==> src/rtl/add4_share_sched.sv <==
// rtl/add4_share_sched.sv - two-requester round-robin sequencer around one shared adder
module add4_share_sched #(
  parameter int WIDTH = 4
) (
  input  logic             clk,
  input  logic             rst,
  input  logic             req0_valid,
  input  logic [WIDTH-1:0] req0_a,
  input  logic [WIDTH-1:0] req0_b,
  output logic             req0_ready,
  input  logic             req1_valid,
  input  logic [WIDTH-1:0] req1_a,
  input  logic [WIDTH-1:0] req1_b,
  output logic             req1_ready,
  output logic             rsp_valid,
  output logic             rsp_id,
  output logic [WIDTH-1:0] rsp_sum,
  output logic             rsp_carry,
  output logic             rsp_ovf,
  input  logic             rsp_ready,
  output logic             busy,
  output logic [7:0]       op_count
);

  typedef enum logic [1:0] {
    S_IDLE = 2'd0,
    S_CALC = 2'd1,
    S_RESP = 2'd2
  } state_t;

  state_t           r_state;
  state_t           w_next;
  logic             w_gnt0;
  logic             w_gnt1;
  logic             r_last_gnt;
  logic             r_id;
  logic [WIDTH-1:0] r_a;
  logic [WIDTH-1:0] r_b;
  logic [WIDTH:0]   w_full;
  logic             w_ovf;
  logic             r_rsp_id;
  logic [WIDTH-1:0] r_rsp_sum;
  logic             r_rsp_carry;
  logic             r_rsp_ovf;
  logic [7:0]       r_op_count;

  // The only driver of the shared adder: operands come from the latched request.
  assign w_full = {1'b0, r_a} + {1'b0, r_b};
  assign w_ovf  = (r_a[WIDTH-1] == r_b[WIDTH-1]) & (w_full[WIDTH-1] != r_a[WIDTH-1]);

  // State register.
  always_ff @(posedge clk or posedge rst) begin
    if (rst) begin
      r_state <= S_IDLE;
    end else begin
      r_state <= w_next;
    end
  end

  // Next state and round-robin grant; grants are gated by rst so they drop immediately on reset.
  always_comb begin
    w_next = r_state;
    w_gnt0 = 1'b0;
    w_gnt1 = 1'b0;
    case (r_state)
      S_IDLE: begin
        if (!rst) begin
          w_gnt0 = req0_valid & (~req1_valid | r_last_gnt);
          w_gnt1 = req1_valid & (~req0_valid | ~r_last_gnt);
        end
        if (w_gnt0 | w_gnt1) begin
          w_next = S_CALC;
        end
      end
      S_CALC: w_next = S_RESP;
      S_RESP: begin
        if (rsp_ready) begin
          w_next = S_IDLE;
        end
      end
      default: w_next = S_IDLE;
    endcase
  end

  // Operand capture on accept; last_gnt starts at 1 so requester 0 wins the first tie.
  always_ff @(posedge clk or posedge rst) begin
    if (rst) begin
      r_a        <= '0;
      r_b        <= '0;
      r_id       <= 1'b0;
      r_last_gnt <= 1'b1;
    end else if (w_gnt0 | w_gnt1) begin
      r_a        <= w_gnt1 ? req1_a : req0_a;
      r_b        <= w_gnt1 ? req1_b : req0_b;
      r_id       <= w_gnt1;
      r_last_gnt <= w_gnt1;
    end
  end

  // Result registers load only in CALC, so they hold steady through RESP backpressure.
  always_ff @(posedge clk or posedge rst) begin
    if (rst) begin
      r_rsp_id    <= 1'b0;
      r_rsp_sum   <= '0;
      r_rsp_carry <= 1'b0;
      r_rsp_ovf   <= 1'b0;
    end else if (r_state == S_CALC) begin
      r_rsp_id    <= r_id;
      r_rsp_sum   <= w_full[WIDTH-1:0];
      r_rsp_carry <= w_full[WIDTH];
      r_rsp_ovf   <= w_ovf;
    end
  end

  // Completed-response counter, wraps naturally at 8 bits.
  always_ff @(posedge clk or posedge rst) begin
    if (rst) begin
      r_op_count <= 8'd0;
    end else if ((r_state == S_RESP) && rsp_ready) begin
      r_op_count <= r_op_count + 8'd1;
    end
  end

  assign req0_ready = w_gnt0;
  assign req1_ready = w_gnt1;
  assign rsp_valid  = (r_state == S_RESP);
  assign busy       = (r_state != S_IDLE);
  assign rsp_id     = r_rsp_id;
  assign rsp_sum    = r_rsp_sum;
  assign rsp_carry  = r_rsp_carry;
  assign rsp_ovf    = r_rsp_ovf;
  assign op_count   = r_op_count;

endmodule

==> config.mk <==
export PLATFORM = sky130hd
export DESIGN_NAME = add4_share_sched
export DESIGN_NICKNAME = d
export VERILOG_FILES = /design/src/rtl/add4_share_sched.sv
export SDC_FILE = /design/constraint.sdc
export NUM_CORES = 1
export LEC_CHECK = 0
export CAP_MARGIN = 15
export CORE_MARGIN = 1.5
export CORE_UTILIZATION = 35
export DETAILED_ROUTE_END_ITERATION = 10
export HOLD_SLACK_MARGIN = 0.06
export PLACE_DENSITY = 0.75
export SLEW_MARGIN = 20
export SYNTH_ARGS = -nofsm -noshare
export SYNTH_HDL_FRONTEND = slang
export SYNTH_SLANG_ARGS = --single-unit
==> constraint.sdc <==
create_clock -name clk -period 1.3 [get_ports clk]
set_input_delay 0.13 -clock clk [delete_from_list [all_inputs] [get_ports clk]]
set_output_delay 0.13 -clock clk [all_outputs]
set_load 0.005 [all_outputs]
==> qor_table.md <==
| Quantity | This run |
| --- | --- |
| Worst IR Drop VDD | 0.801 mV |
| DP HPWL | 2260 µm |
| Post-synthesis sequential area ratio | 48.8% |
| Number of global-route vias before repair | 1333 |
| Maximum number of pins on one net before global-route repair | 26 |
| Number of antenna violations at the first check in global routing | 0 |
| Path class of the lowest-slack min-delay path | primary input to async pin |
| Worst setup margin | -247 ps |
| Clock sink count | 27 |
| WP depth | 4 |
| Ratio of cells with drive above 1 in the final layout | 36.4% |
| Number of design-rule violations left by the first detailed-router iteration | 35 |
| Final critical path time including I/O delays and setup | 1550 ps |
| Clk slew on worst S/H paths | 100 ps |
| Per-instance average area after synthesis | 9.98 µm² |
| CTS Root Cell | clkbuf_8 |
| Power density relative to cell area | 1880 mW/mm² |
| Placeable core region | 0.00374 mm² |
| Mean routed wirelength per cell | 13.6 µm |
| Chain of cells forming the critical path | buf_6 > or3_4 > nor2_4 > buf_2 |
| Element type at the critical path end | output port |
| Height of the die | 66.0 µm |
| Maximum single-stage delay on the critical path | 410 ps |
| Max Cap Viol | 0 |
| Most common cell after layout, fill and taps aside | buf_4 |
| Final Hold Vio Count | 0 |
| Final weighted congestion in routability-driven placement | 0.738 |
| Worst clock skew on the final layout | 6.69 ps |
| Category of the critical setup timing path | flop to output port |
| Post-layout nets | 248 |
| Biggest fanout along the worst timing path | 2 |
| Horizontal extent of the die | 66.0 µm |
| Slowest cell on the critical path | dfrtp_1 |
| Post-Route WL | 3650 µm |
| Overall die area | 0.00435 mm² |
| Cell leakage power | 1.19 nW |
| Layout overhead on the synthesized area | 71.2% |
| Worst-case headroom to the max-slew limit | 81.7% |
| Total nets after synthesis | 166 |
| Via count normalized by instance count | 4.98 |
| Async S/R FF share, synth | 100% |
| Total overflow reported by the global router | 0 |
| Total inserted antenna cells | 0 |
| Number of I/O port buffers | 39 |
| Maximum clock frequency | 646 MHz |
| Total via count after detailed routing | 1335 |
| Synthesized instance count | 139 |
| Status | finished, violations left |
| Wire length of the first global-routing pass | 6010 µm |
| Worst reg-to-reg path cell count | 8 |
| Number of search-and-repair iterations in the first detailed-routing pass | 4 |
| Final slew viol count | 0 |
| Tightest Pin Transition | 274 ps |
| Number of top-level design ports | 40 |
| Global router's overall resource usage | 17.3% |
| Final Instance Area | 0.00238 mm² |
| Post-Synthesis Cell Area | 0.00139 mm² |
| RSZ-0062 raised after global routing | true |
| Worst EP arrival | 1420 ps |
| Most frequent cells in the layout | 33 x buf_4, 26 x clkdlybuf4s50_1, 24 x dfrtp_1 |
| Worst-Skew Late Latency | 280 ps |
| Top Family by Delay on Critical Path | simple AND/OR/NAND/NOR gates |
| Number of nets with antenna violations after detailed routing | 0 |
| Count of unique library cells instantiated by Yosys | 37 |
| Final cell utilization of the core | 63.5% |
| Total cell area at the placement stage | 0.00201 mm² |
| Count of state elements after synthesis | 27 |
| Data required time of the critical path | 1170 ps |
| Number of warning messages in the yosys log | 0 |
| Top_reg_cell synth | dfrtp_1 |
| Starting Density | 37.1% |
| Category of the worst setup path launch point | flop |
| Violated checks | negative setup slack |
| CTS H-tree lvls | 1 |
| Post-route clock period utilization | 119% |
| Standard-cell row count | 22 |
| Number of buffers and inverters on the critical path | 2 |
| Clock buffer depth | 2 |
| Final number of setup-violating endpoints | 17 |
| # DRC | 0 |
| Number of CTS-inserted buffers | 3 |
| TritonCTS clock tree | done |
| Count of flip-flops with a built-in enable after synthesis | 0 |
| Sum Neg Setup Slack | -2360 ps |
## worst min-delay path, delay by kind of cell
kind | cells | cell delay (ps)
buf+inv | 3 | 720
## logic make-up after synthesis
group	synth area share (%)
AND/OR/NAND/NOR	19.3
AO/OA/AOI/OAI	15.7
flip-flops	48.8
buffers and inverters	4.42
XOR/XNOR	5.05
adder cells (fa/ha/maj)	5.95
multiplexers	0.811
## state kept, by name, indices dropped and copies added (netlist names)
name	count
op_count	8
r_a	4
r_b	4
r_id	1
r_last_gnt	1
r_state	2
rsp_carry	1
rsp_id	1
rsp_ovf	1
rsp_sum	4
## cell type report
cell class | count | area (µm²)
flip-flops and latches | 27 | 679
clock inverters | 1 | 7.51
repair buffers | 82 | 778
clock buffers | 3 | 41.3
well taps | 48 | 60.1
fillers | 305 | 1370
inverters | 8 | 30.0
multi-input cells | 99 | 779
## routing by layer
| metal | vias up | part of all wire, % | global-route usage, % |
|---|---|---|---|
| li1 | 660 | - | - |
| met1 | 640 | 44 | 22.3 |
| met2 | 33 | 52 | 31.1 |
| met3 | 2 | 3.5 | 1.19 |
| met4 | 0 | 0.82 | 5.10 |
| met5 | - | 0 | 0 |
## synth_stat cells, types with 2 or more instances
| master | number | area share (%) |
|---|---|---|
| dfrtp_1 | 26 | 47 |
| nor2b_1 | 2 | 0.90 |
| o21ai_0 | 4 | 1.4 |
| nand2b_1 | 3 | 1.4 |
| xor2_1 | 5 | 3.2 |
| nand2_1 | 12 | 3.2 |
| a31oi_1 | 8 | 3.6 |
| ha_1 | 5 | 4.5 |
| nor3_1 | 2 | 0.72 |
| o21ai_1 | 8 | 2.9 |
| a21o_1 | 2 | 1.1 |
| nand3_1 | 12 | 4.3 |
| inv_1 | 8 | 2.2 |
| nor2_1 | 4 | 1.1 |
| nand4_1 | 2 | 0.90 |
| xnor2_1 | 3 | 1.9 |
| buf_2 | 4 | 1.4 |
| a21oi_1 | 10 | 3.6 |
## path summary, 6_finish.rpt
kind | start | endpoint | slack, ps
max | r_state[0] | req1_ready | -250
min | rst | r_id | 210
max reg2reg | r_state[0] | r_id | -200
min reg2reg | op_count[7] | op_count[7] | 470
max in group asynchronous | rst | op_count[2] | 720
min in group clk | req1_b[2] | r_b[2] | 430
## stage by stage
step / total power, mW / setup slack [ps] / hold WS, ps / std cells
floorplan: 2.39 / 2.42 / 182 / 139
global placement: 3.26 / -381 / 459 / 244
detailed placement: 3.30 / -407 / 461 / 244
CTS: 4.28 / -229 / 214 / 262
global route: 4.80 / -311 / 224 / 268
finish: 4.47 / -247 / 214 / 268
## timing repair
action / 4_1_cts / 5_1_grt
buffers inserted: 18 / 8
hold buffers: 0 / 0
setup endpoints to repair: 27 / 36
resized for setup: 40 / 24
pin swaps: 13 / 13
## where the power goes
part | total [mW] | switching (mW) | internal [mW] | leakage [nW]
Sequential | 1.40 | 0.231 | 1.17 | 0.319
Clock | 0.497 | 0.280 | 0.218 | 0.0217
Combinational | 2.56 | 1.08 | 1.48 | 0.853
(Power assumes the default switching activity.)
